**config.mk**
```make
export PLATFORM = sky130hd
export DESIGN_NAME = alu_multicycle
export DESIGN_NICKNAME = d
export VERILOG_FILES = /design/src/rtl/alu_pkg.sv /design/src/rtl/alu_iter_muldiv.sv /design/src/rtl/alu_multicycle.sv
export SDC_FILE = /design/constraint.sdc
export NUM_CORES = 1
export LEC_CHECK = 0
export BUFFER_PORTS_ARGS = -buffer_cell sky130_fd_sc_hd__buf_2
export CORE_ASPECT_RATIO = 1.1
export CORE_MARGIN = 5
export CORE_UTILIZATION = 38
export CTS_CLUSTER_SIZE = 8
export DETAILED_ROUTE_END_ITERATION = 10
export PLACE_DENSITY = 0.65
export SLEW_MARGIN = 20
export SYNTH_ARGS = -nofsm -noshare
export SYNTH_HDL_FRONTEND = slang
export SYNTH_HIERARCHICAL = 1
export SYNTH_SLANG_ARGS = --single-unit
```
**constraint.sdc**
```tcl
create_clock -name clk -period 5.1 [get_ports clk]
set_input_delay 1.02 -clock clk [delete_from_list [all_inputs] [get_ports clk]]
set_output_delay 1.02 -clock clk [all_outputs]
set_load 0.01 [all_outputs]
```
**src/rtl/alu_pkg.sv**
```systemverilog
// Shared definitions for the multi-cycle ALU: function codes, FSM state
// encoding and decode helpers.
package alu_pkg;

    localparam logic [3:0] FN_AND   = 4'b0000;
    localparam logic [3:0] FN_OR    = 4'b0001;
    localparam logic [3:0] FN_ADD   = 4'b0010;
    localparam logic [3:0] FN_NOR   = 4'b0011;
    localparam logic [3:0] FN_XOR   = 4'b0100;
    localparam logic [3:0] FN_SUB   = 4'b0110;
    localparam logic [3:0] FN_MULLO = 4'b1010;
    localparam logic [3:0] FN_MULHI = 4'b1011;
    localparam logic [3:0] FN_DIVR  = 4'b1110;
    localparam logic [3:0] FN_DIVQ  = 4'b1111;

    typedef enum logic [1:0] {
        ST_IDLE = 2'd0,
        ST_BUSY = 2'd1,
        ST_DONE = 2'd2
    } state_e;

    function automatic logic fn_is_muldiv(input logic [3:0] f);
        return (f == FN_MULLO) || (f == FN_MULHI) || (f == FN_DIVQ) || (f == FN_DIVR);
    endfunction

    function automatic logic fn_is_legal(input logic [3:0] f);
        return fn_is_muldiv(f) || (f == FN_AND) || (f == FN_OR) || (f == FN_ADD) ||
               (f == FN_NOR) || (f == FN_XOR) || (f == FN_SUB);
    endfunction

endpackage

```
**src/rtl/alu_iter_muldiv.sv**
```systemverilog
// Bit-serial unsigned multiplier (shift-add) and restoring divider sharing one
// 2*WIDTH shift register; one bit per clock, WIDTH steps after start.
module alu_iter_muldiv #(
    parameter int WIDTH = 32
) (
    input  logic             clk,
    input  logic             rst,
    input  logic             start,
    input  logic             op_div,
    input  logic [WIDTH-1:0] a,
    input  logic [WIDTH-1:0] b,
    output logic             done,
    output logic [WIDTH-1:0] hi,
    output logic [WIDTH-1:0] lo
);

    localparam int CW = $clog2(WIDTH);

    logic [2*WIDTH-1:0] p_q, p_d, p_step;
    logic [WIDTH-1:0]   m_q, m_d, div_rem;
    logic [WIDTH:0]     mul_sum;
    logic               div_q, div_d, run_q, run_d, div_ge;
    logic [CW-1:0]      cnt_q, cnt_d;

    // mul: p = {accumulator, multiplier}; div: p = {remainder, quotient/dividend}
    always_comb begin
        mul_sum = {1'b0, p_q[2*WIDTH-1:WIDTH]} + (p_q[0] ? {1'b0, m_q} : {(WIDTH+1){1'b0}});
        div_ge  = p_q[2*WIDTH-1:WIDTH-1] >= {1'b0, m_q};
        div_rem = div_ge ? (p_q[2*WIDTH-2:WIDTH-1] - m_q) : p_q[2*WIDTH-2:WIDTH-1];
        p_step  = div_q ? {div_rem, p_q[WIDTH-2:0], div_ge} : {mul_sum, p_q[WIDTH-1:1]};
    end

    always_comb begin
        p_d   = p_q;
        m_d   = m_q;
        div_d = div_q;
        cnt_d = cnt_q;
        run_d = run_q;
        if (start) begin
            p_d   = {{WIDTH{1'b0}}, a};
            m_d   = b;
            div_d = op_div;
            cnt_d = CW'(WIDTH - 1);
            run_d = 1'b1;
        end else if (run_q) begin
            p_d = p_step;
            if (cnt_q == '0) begin
                run_d = 1'b0;
            end else begin
                cnt_d = cnt_q - 1'b1;
            end
        end
    end

    always_ff @(posedge clk or posedge rst) begin
        if (rst) begin
            p_q   <= '0;
            m_q   <= '0;
            div_q <= 1'b0;
            cnt_q <= '0;
            run_q <= 1'b0;
        end else begin
            p_q   <= p_d;
            m_q   <= m_d;
            div_q <= div_d;
            cnt_q <= cnt_d;
            run_q <= run_d;
        end
    end

    // done marks the final step; hi/lo are the values that step produces,
    // so the caller registers the finished result on that same edge.
    assign done = run_q && (cnt_q == '0);
    assign hi   = p_step[2*WIDTH-1:WIDTH];
    assign lo   = p_step[WIDTH-1:0];

endmodule

```
**src/rtl/alu_multicycle.sv**
```systemverilog
// ALU with single-cycle add/sub/logic and bit-serial mul/div behind
// valid/ready handshakes; result, zero and illegal are registered.
//
//   state   | meaning
//   IDLE    | ready for a request; single-cycle ops finish on the accept edge
//   BUSY    | iterative mul/div running, one bit per clock
//   DONE    | result valid and held until out_ready
module alu_multicycle
    import alu_pkg::*;
#(
    parameter int WIDTH    = 32,
    parameter bit MUL_FULL = 1'b1
) (
    input  logic             clk,
    input  logic             rst,
    input  logic             in_valid,
    output logic             in_ready,
    input  logic [3:0]       funct,
    input  logic [WIDTH-1:0] a,
    input  logic [WIDTH-1:0] b,
    output logic             out_valid,
    input  logic             out_ready,
    output logic [WIDTH-1:0] result,
    output logic             zero,
    output logic             illegal,
    output logic             busy
);

    localparam int HALF = WIDTH / 2;

    state_e           state_q, state_d;
    logic [3:0]       funct_q, funct_d;
    logic [WIDTH-1:0] result_q, result_d, alu_res, md_a, md_b, md_hi, md_lo, md_res;
    logic             zero_q, zero_d, illegal_q, illegal_d;
    logic             accept, is_md, is_div, md_done;

    assign accept = (state_q == ST_IDLE) && in_valid;
    assign is_md  = fn_is_muldiv(funct);
    assign is_div = (funct == FN_DIVQ) || (funct == FN_DIVR);

    // Legacy 16x16 multiply: only the low halves of the operands take part.
    assign md_a = (!MUL_FULL && !is_div) ? {{(WIDTH-HALF){1'b0}}, a[HALF-1:0]} : a;
    assign md_b = (!MUL_FULL && !is_div) ? {{(WIDTH-HALF){1'b0}}, b[HALF-1:0]} : b;

    alu_iter_muldiv #(.WIDTH(WIDTH)) u_muldiv (
        .clk    (clk),
        .rst    (rst),
        .start  (accept && is_md),
        .op_div (is_div),
        .a      (md_a),
        .b      (md_b),
        .done   (md_done),
        .hi     (md_hi),
        .lo     (md_lo)
    );

    assign md_res = ((funct_q == FN_MULHI) || (funct_q == FN_DIVR)) ? md_hi : md_lo;

    always_ff @(posedge clk or posedge rst) begin
        if (rst) state_q <= ST_IDLE;
        else     state_q <= state_d;
    end

    always_comb begin
        state_d = state_q;
        case (state_q)
            ST_IDLE: if (in_valid)  state_d = is_md ? ST_BUSY : ST_DONE;
            ST_BUSY: if (md_done)   state_d = ST_DONE;
            ST_DONE: if (out_ready) state_d = ST_IDLE;
            default:                state_d = ST_IDLE;
        endcase
    end

    always_comb begin
        in_ready  = 1'b0;
        out_valid = 1'b0;
        busy      = 1'b0;
        case (state_q)
            ST_IDLE: in_ready  = 1'b1;
            ST_BUSY: busy      = 1'b1;
            ST_DONE: out_valid = 1'b1;
            default: ;
        endcase
    end

    always_comb begin
        case (funct)
            FN_ADD:  alu_res = a + b;
            FN_SUB:  alu_res = a - b;
            FN_AND:  alu_res = a & b;
            FN_OR:   alu_res = a | b;
            FN_NOR:  alu_res = ~(a | b);
            FN_XOR:  alu_res = a ^ b;
            default: alu_res = '0;
        endcase
    end

    always_comb begin
        funct_d   = funct_q;
        result_d  = result_q;
        zero_d    = zero_q;
        illegal_d = illegal_q;
        if (accept) begin
            funct_d = funct;
            if (!is_md) begin
                result_d  = alu_res;
                zero_d    = (alu_res == '0);
                illegal_d = !fn_is_legal(funct);
            end
        end else if ((state_q == ST_BUSY) && md_done) begin
            result_d  = md_res;
            zero_d    = (md_res == '0);
            illegal_d = 1'b0;
        end
    end

    always_ff @(posedge clk or posedge rst) begin
        if (rst) begin
            funct_q   <= '0;
            result_q  <= '0;
            zero_q    <= 1'b0;
            illegal_q <= 1'b0;
        end else begin
            funct_q   <= funct_d;
            result_q  <= result_d;
            zero_q    <= zero_d;
            illegal_q <= illegal_d;
        end
    end

    assign result  = result_q;
    assign zero    = zero_q;
    assign illegal = illegal_q;

endmodule
```
Word level (Yosys, flattened, before mapping). Cells that the tools add are included.

Add/subtract/negate cells: 5. Order comparisons: 1. Eq/ne operators: 18. Muxes and demuxes: 30. Bitwise operators: 4. Reduce and logical (&&, ||, !) cells: 26.

Operator list (count): $mux W32 (6); $mux W64 (3); $pmux W32 S6 (1); $logic_not A32 Y1 (2); $sub A32 B32 Y32 (2); $add A32 B33 Y33 (1); $ge A33 B32 Y1 (1); $add A32 B32 Y32 (1); $and A32 B32 Y32 (1); $not A32 Y32 (1); $or A32 B32 Y32 (1); $xor A32 B32 Y32 (1); $eq A4 B4 Y1 const B (6); $mux W5 (3); $mux W1 (12); $logic_or A1 B1 Y1 (11); $eq A4 B2 Y1 const B (2); $eq A4 B3 Y1 const B (2); $mux W2 (4); $ne A2 B2 Y1 const B (4); $pmux W2 S3 (1); $logic_not A5 Y1 (1); $sub A5 B1 Y5 const B (1); $eq A4 B1 Y1 const B (1); other kinds (10) (15).

Register bits after elaboration: 143. Output and inout port bits: 37. Word-level logic and storage cells: 94.

Longest topological paths before layout. Gate-level depths: netlist of run 1.

Word-level depth: 13. Depth in mapped cells: 20. Gate-level depth less buffers: 19.

Modules after synthesis. The synthesis of run 1 kept the hierarchy.

By module, submodules not included: alu_iter_muldiv (times used 1, cells an instance 1077, area an instance 8926.1 um^2, sequential area each 2577.5 um^2); alu_multicycle (times used 1, cells an instance 966, area an instance 7191.9 um^2, sequential area each 1001.0 um^2).

Least setup slack after synthesis of run 1. No wires, ideal clock.

Kind: input-to-reg. Start: in funct[1]. End: reg zero_q (netlist: zero). Arrival: 5.211 ns. Data required time: 5.034 ns. Setup slack: -0.176 ns. Stages: 19. Buffers on the path: 4. Path through: buf_2 nor3b_1 clkbuf_1 buf_4 nand2_1 clkbuf_1 nand2_1 o21ai_0 fa_1 nand2b_1 a211oi_2 o211ai_1 a21boi_0 mux2i_1 or4_1 a211oi_1 nand4_1 nor4_1 a31o_1.

Longest elaborated chain between the ends: 6.

Ends and longest elaborated chain: start, declared (line alu_multicycle.sv:18) `input logic [3:0] funct,`; branches (longest 6 deep; another with $pmux W32 S6); end signal, assigned (line alu_multicycle.sv:126) `zero_q <= zero_d;`; end, declared (line alu_multicycle.sv:34) `logic zero_q, zero_d, illegal_q, illegal_d;`.

Parallel ways; which one is timed is not known. The select of a mux whose other input is x is not followed. A chain may end at the register's enable or synchronous reset.

Worst setup path after layout of run 1.
Start: reg u_muldiv.p_q[0]. End: reg zero_q (netlist: zero).

Longest elaborated chain between the ends: 7.

Ends and longest elaborated chain: start, declared (line alu_iter_muldiv.sv:19) `logic [2*WIDTH-1:0] p_q, p_d, p_step;`; start signal, assigned (line alu_iter_muldiv.sv:63) `p_q <= p_d;`; $mux W32 (line alu_iter_muldiv.sv:27) `mul_sum = {1'b0, p_q[2*WIDTH-1:WIDTH]} + (p_q[0] ? {1'b0, m_q} : {(WIDTH+1){1'b0}});`; $add A32 B33 Y33 (line alu_iter_muldiv.sv:27); $mux W64 (line alu_iter_muldiv.sv:30) `p_step = div_q ? {div_rem, p_q[WIDTH-2:0], div_ge} : {mul_sum, p_q[WIDTH-1:1]};`; via md_hi[30] (line alu_multicycle.sv:33) `logic [WIDTH-1:0] result_q, result_d, alu_res, md_a, md_b, md_hi, md_lo, md_res;`; $mux W32 (line alu_multicycle.sv:57) `assign md_res = ((funct_q == FN_MULHI) || (funct_q == FN_DIVR)) ? md_hi : md_lo;`; $logic_not A32 Y1 (line alu_multicycle.sv:112) `zero_d = (md_res == '0);`; $mux W1 (line alu_multicycle.sv:110) `end else if ((state_q == ST_BUSY) && md_done) begin`; $mux W1 (line alu_multicycle.sv:103) `if (accept) begin`.

The timed path passes the listed nets, and every way through them passes these cells. The select of a mux whose other input is x is not followed.

==> metrics.yaml, run 1 <==
fp.dieH_um: 226
synthToLayoutAreaGrowth_pct: 16.5
crit_buf_inv: 2
layout_setup_ws_ns: 0.220
post_drt_wl_per_cell_um: 20.2
firstDrtPassIters: 7
pre_cts_slack_ns: -0.320
slew_viol_final: 0
worstPathArrival_ns: 5.27
syn_area_mm2: 0.0161
p_sw_uw: 5930
whs_endpoint: "result[22]"
synthesis.instances: 2043
hpwl_um: 44700
cpMostUsedCell: "buf_4"
routabilityCongestion: 0.943
die_x_um: 206
power_density_mw_per_mm2: 622
start_kind: "flip-flop"
initial_core_util: 0.383
switching_share: 0.507
ys_seq_area_frac: 0.222
die_area_mm2: 0.0466
track_usage: 0.239
drt_iter0_drc: 1358
final_layout_size_suffix_gt1_frac: 0.176
worst_pin_slew_ns: 1.02
cts-buffers-inserted: 17
synth_edf_count: 0
r2r_setup_slack_ns: 0.22
hold_viol_final: 0
cts-root-buf: "clkbuf_16"
htreeDepth: 4
yosys.area.top_type_share: 0.222
maxSlewHeadroom: 0.323
whs_path_depth: 2
yosys.area.top_type: "dfrtp_1"
fin_crit_ns: 4.88
port_buffers: 108
slowest_delay_ns: 0.56
maxCapViolCount: 0
max_freq_mhz: 205
synth_area_leaders: "dfrtp_1 (22%), ha_1 (13%), mux2i_1 (6.9%)"
yosysUniqueCellTypes: 86
fin_crit_sh: 0.957
skew_ns: 0.0123
path_max_fanout: 24
cts_tree: "built"
r2r_end: "zero"
ant_nets: 0
internal_power_uw: 5760
worstHoldStart: "result[22]"
wirelength_um: 56500
core_area_mm2: 0.0421
multi_input_area_mm2: 0.0117
p_clk_frac: 0.103
yosys_most_used_dff: "dfrtp_1"
hp-class: "reg -> reg"
synth_seq_cells: 143
antenna_found_initial: 0
fin_util: 0.446
r2r_cells: 19
ios: 109
ff_latch_area_mm2: 0.00359
critPathKind: "reg -> reg"
yosysMostFrequentCell: "nand2_1"
crit_slowest_cell: "dfrtp_1"
via_count: 16100
crit_required_ns: 5.49
ir_worst_vdd_v: 0.000288
clkTransAtPathRegs_ns: 0.07
diodes: 0
clkLatencyLatePin_ns: 0.45
r2r_start: "u_muldiv/p_q[0]"
cp-end-kind: "flip-flop"
finalSetupViolations: 0
ys_warn_count: 6
status: "finished, final reports clean"
fillers: 4340
postLayoutCellArea_mm2: 0.0188
avgViaCountPerCell: 5.75
p_seq_frac: 0.192
drc_errors: 0
grt_pass1_vias: 15600
clock_path_buffers: 2
rows: 79
syn_avg_cell_area_um2: 7.89
combPwrFrac: 0.705
globalRoute.totalOverflow: 0
synthArstFlopShare: 1.00
cp_top_family: "compound AO/OA/AOI/OAI gates"
syn-num-nets: 2280
cts.sinks: 143
synthTopCellsByCount: "nand2_1 (216), o21ai_0 (169), ha_1 (162)"
power_leakage_uw: 0.00880
path_cells: "buf_4 -> and2_1 -> ha_1 -> a21oi_1 -> o21a_1 -> o221ai_1 -> a211oi_2 -> o21ai_1 -> or4_1 -> a31oi_1 -> xnor2_1 -> nand2b_2 -> nand2_1 -> mux2i_1 -> buf_4 -> nand4_1 -> nor3_1 -> a32o_1 -> a31o_1"
grt_first_pass_wirelength_um: 88000
dpl_cell_area_mm2: 0.0182
nNetsFinal: 2455
grt_max_degree: 155
## routing by layer
metal  track usage  share of wire  vias up
met2         0.398           0.47      569
met3        0.0302          0.054      112
li1              -              -     7673
met1         0.318           0.43     7746
met4        0.0919          0.040        0
met5             0              0        -
## final cells by class
type / count / area share
repair buffers: 267 / 0.0937
clock buffers: 17 / 0.0226
multi-input cells: 1655 / 0.621
well taps: 567 / 0.0378
flip-flops and latches: 143 / 0.191
inverters: 134 / 0.0269
clock inverters: 15 / 0.00666
## power by group through the flow
stage                     clock, µW  combinational, µW  sequential [µW]
final                          1200               8230             2250
after global routing           1270               9030             2310
after CTS                      1220               8100             2240
after detailed placement          0               8050             2250
after global placement            0               7920             2230
after floorplan                   0               5950             2070
## kinds of logic (layout without fill, tap and decap cells)
group           after synthesis  in the layout  synth area share
flops                       143            143             0.222
fa+ha+maj                   165            165             0.129
xor+xnor                    134            134            0.0728
simple gates                618            618             0.184
compound gates              587            587             0.236
buf+inv                     245            433            0.0591
mux                         151            151            0.0969
## worst min-delay path, delay by kind of cell (launching register included)
family        cells  cell delay, ns
flops             1            0.34
simple gates      2            0.10
## sequential cells by signal, summed over array words and instances (netlist names)
register,cells
u_muldiv/run_q,1
zero,1
illegal,1
u_muldiv/m_q,32
result,32
u_muldiv/p_q,64
u_muldiv/div_q,1
state_q,2
u_muldiv/cnt_q,5
funct_q,4
## through the flow
stage | setup TNS (ns) | cells | total power [µW] | hold slack [ns]
6_report | 0 | 2798 | 11700 | 0.472
4_1_cts | 0 | 2797 | 11600 | 0.476
3_5_place_dp | -1.19 | 2765 | 10300 | 0.461
3_3_place_gp | -0.878 | 2765 | 10200 | 0.451
5_1_grt | -0.0347 | 2798 | 12600 | 0.498
2_1_floorplan | 0 | 2043 | 8020 | 0.438
## layout by cell type, fill, tap and decap left out, types with 19 or more instances in the layout
| cell | count |
|---|---|
| nand2_1 | 216 |
| o21ai_0 | 169 |
| ha_1 | 162 |
| nor2_1 | 157 |
| buf_4 | 157 |
| dfrtp_1 | 141 |
| a21oi_1 | 138 |
| inv_1 | 131 |
| mux2i_1 | 110 |
| buf_2 | 108 |
| xnor2_1 | 104 |
| and2_1 | 47 |
| a21o_1 | 42 |
| mux2_2 | 40 |
| nand4_1 | 31 |
| xor2_1 | 30 |
| nand3_1 | 27 |
| a22oi_1 | 26 |
| nor3_1 | 22 |
| o21a_1 | 21 |
| a31oi_1 | 20 |
| and3_1 | 19 |
## worst max-delay path by stage
stage / startpoint / endpoint / slack, ns / depth (start not counted)
2_1_floorplan: b[13] / zero / 0.02 / 18
3_3_place_gp: b[13] / zero / -0.28 / 19
3_5_place_dp: b[13] / zero / -0.32 / 19
4_1_cts: b[13] / zero / 0.14 / 19
5_1_grt: b[13] / zero / -0.03 / 17
6_report: u_muldiv/p_q[0] / zero / 0.22 / 19
## repair_timing
item	in CTS	in global routing
setup endpoints to repair	0	3
setup buffers	0	1
resized for setup	0	9
hold buffers	0	0
No activity file was read; power rests on OpenSTA's default activity.
==> inputs of run 2 (changes only) <==
- clock period: 5.1 -> 4.55 ns (I/O delays scaled with it)
==> run 2 against run 1 <==
Global-route usage up 0.34 points. Critical path depth down 1. Wire length up 1.8%. Sequential cell count unchanged. Setup slack worse by 0.10 ns. Clock-buffer cell count up 1. Sequential power up 11%. Critical path type is now in -> reg. Largest power group unchanged. Highest routed layer unchanged.
==> metrics.yaml, run 2 (same netlist as run 1, synthesis figures left out) <==
fin_crit_ns: 4.43
worstHoldStart: "funct_q[1]"
cts_hold_buffers: 0  # unchanged
core_area_mm2: 0.0421  # unchanged
cts_tree: "built"
worstPathArrival_ns: 4.82  # -0.45 ns
antenna_found_initial: 0  # unchanged
globalRoute.totalOverflow: 0  # unchanged
whs_endpoint: "funct_q[1]"
grt_max_degree: 155  # unchanged
status: "finished, final reports clean"
slew_viol_final: 0  # unchanged
cp-end-kind: "flip-flop"
power_leakage_uw: 0.00965  # +9.8%
pre_cts_slack_ns: -0.622  # -0.302 ns
finalSetupViolations: 0  # unchanged
cts.sinks: 143  # unchanged
drt_iter0_drc: 1229  # -9.5%
routabilityCongestion: 0.994  # +5.3%
top_register: "u_muldiv/p_q"
r2r_start: "u_muldiv/p_q[0]"
cpMostUsedCell: "or4_4"
r2r_end: "zero"
fin_hold_ws_ns: 0.474  # +0.00145 ns
clkTransAtPathRegs_ns: 0.07  # about the same
fp.dieH_um: 226  # unchanged
power_density_mw_per_mm2: 698  # +12%
fillers: 4202  # -3.2%
worst_pin_slew_ns: 0.991  # -0.0254 ns
firstDrtPassIters: 8  # +1
ir_worst_vdd_v: 0.000341  # +18%
hold_viol_final: 0  # unchanged
rsz0062_at_grt: "yes"
path_max_fanout: 5  # -79%
fin_crit_sh: 0.974
wirelength_um: 57500  # +1.8%
htreeDepth: 4  # unchanged
maxCapViolCount: 0  # unchanged
post_drt_wl_per_cell_um: 19.4  # -3.8%
critPathKind: "in -> reg"
cts-buffers-inserted: 17  # unchanged
die_area_mm2: 0.0466  # unchanged
final_common_cell: "buf_4"
final_layout_size_suffix_gt1_frac: 0.252  # +0.0760
maxSlewHeadroom: 0.339  # +0.0169
grt_first_pass_wirelength_um: 89400  # +1.6%
clock_path_buffers: 2  # unchanged
die_x_um: 206  # unchanged
diodes: 0  # unchanged
busiest_layer: "met2"
initial_core_util: 0.383  # unchanged
track_usage: 0.243  # +0.00343
ios: 109  # unchanged
port_buffers: 108  # unchanged
slowest_delay_ns: 0.52  # -0.04 ns
path_cells: "buf_6 -> or4_4 -> or4_4 -> or2_4 -> o21ai_1 -> xnor2_1 -> ha_2 -> nand2_1 -> o21ai_4 -> nor2b_1 -> mux2_2 -> a21oi_1 -> o21ai_0 -> nor4_1 -> buf_4 -> nand4_1 -> nor4_2 -> a31o_1"
clkLatencyLatePin_ns: 0.45  # about the same
postLayoutCellArea_mm2: 0.0203  # +8.3%
largest_reg_flops: 64  # unchanged
nNetsFinal: 2616  # +6.6%
grt_pass1_vias: 16100  # +3.2%
via_count: 16500  # +2.2%
cts-root-buf: "clkbuf_16"
final_cell_mix: "buf_4 (314), nand2_1 (212), o21ai_0 (159)"
skew_ns: 0.0153  # +0.00298 ns
drc_errors: 0  # unchanged
start_kind: "input pin"
r2r_setup_slack_ns: 0.18  # -0.04 ns
dpl_cell_area_mm2: 0.0194  # +6.9%
max_freq_mhz: 226
r2r_cells: 21  # +2
synthToLayoutAreaGrowth_pct: 26.2
whs_path_depth: 2  # unchanged
rows: 79  # unchanged
hp-class: "reg -> reg"
use_met3: 0.0297  # -0.000431
grt_util_met1: 0.322  # +0.00473
crit_slowest_cell: "or4_4"
crit_required_ns: 4.94  # -0.55 ns
avgViaCountPerCell: 5.56  # -3.3%
hpwl_um: 45800  # +2.5%
ant_nets: 0  # unchanged
grtUsageMet2: 0.401  # +0.00287
layout_setup_ws_ns: 0.118  # -0.102 ns
-- run 2: changes by cell type in the layout (fill, tap and decap cells not counted), moves of 5 or more --
cell,previous run,this run
buf_4,157,314
o21ai_1,4,10
a21oi_1,138,130
o21ai_0,169,159
ha_1,162,157
a21oi_2,2,9
-- run 2: area by class of cell --
cell class              count  area, µm²  share of cell area
repair buffers            428       3010               0.148
flip-flops and latches    143       3590               0.176
clock buffers              18        439              0.0216
clock inverters            14        130             0.00640
well taps                 567        709              0.0349
multi-input cells        1655      12000               0.588
inverters                 134        508              0.0250
-- run 2: worst max-delay path by stage --
stage | from | end | slack, ns | depth (start not counted)
6_report | b[13] | zero | 0.12 | 18
5_1_grt | b[13] | result[30] | -0.04 | 18
4_1_cts | b[13] | zero | 0.006 | 18
3_5_place_dp | b[13] | zero | -0.62 | 18
3_3_place_gp | b[13] | zero | -0.59 | 18
2_1_floorplan | funct[3] | zero | -0.20 | 19
-- run 2: report_power, final --
part / total [µW] / switching (µW) / leakage [µW] / internal, µW
Combinational: 10300 / 5720 / 0.00762 / 4590
Sequential: 2500 / 588 / 0.00176 / 1910
Clock: 1390 / 618 / 0.000278 / 774
Total: 14200 / 6930 / 0.00965 / 7270
-- run 2: worst max-delay path, delay by kind of cell --
kind,cells,cell delay [ns]
muxes,1,0.27
and+or+nand+nor,8,2.15
buffers and inverters,2,0.26
adders and majority gates,1,0.40
AOI/OAI and AO/OA,5,0.74
xor gates and xnor gates,1,0.08
-- run 2: metal layers --
| layer | vias to the layer above | wire length [µm] |
|---|---|---|
| met4 | 0 | 2380 |
| li1 | 8014 | - |
| met1 | 7866 | 25200 |
| met2 | 485 | 27300 |
| met5 | - | 0 |
| met3 | 95 | 2640 |
-- run 2: timing repair --
action                                  in CTS  in global routing
pin swaps                                    2                 32
setup buffers                                1                  9
endpoints found under the setup margin       4                 10
gates resized for setup                     10                 52
-- run 2: metrics by stage --
stage	setup TNS (ns)	util	instances	power, µW
after floorplan	-0.289	-	2043	9010
after global placement	-4.04	0.461	2917	12200
after detailed placement	-4.52	0.461	2917	12400
after CTS	0	0.476	2950	13900
after global routing	-0.104	0.483	2959	15300
final	0	0.483	2959	14200
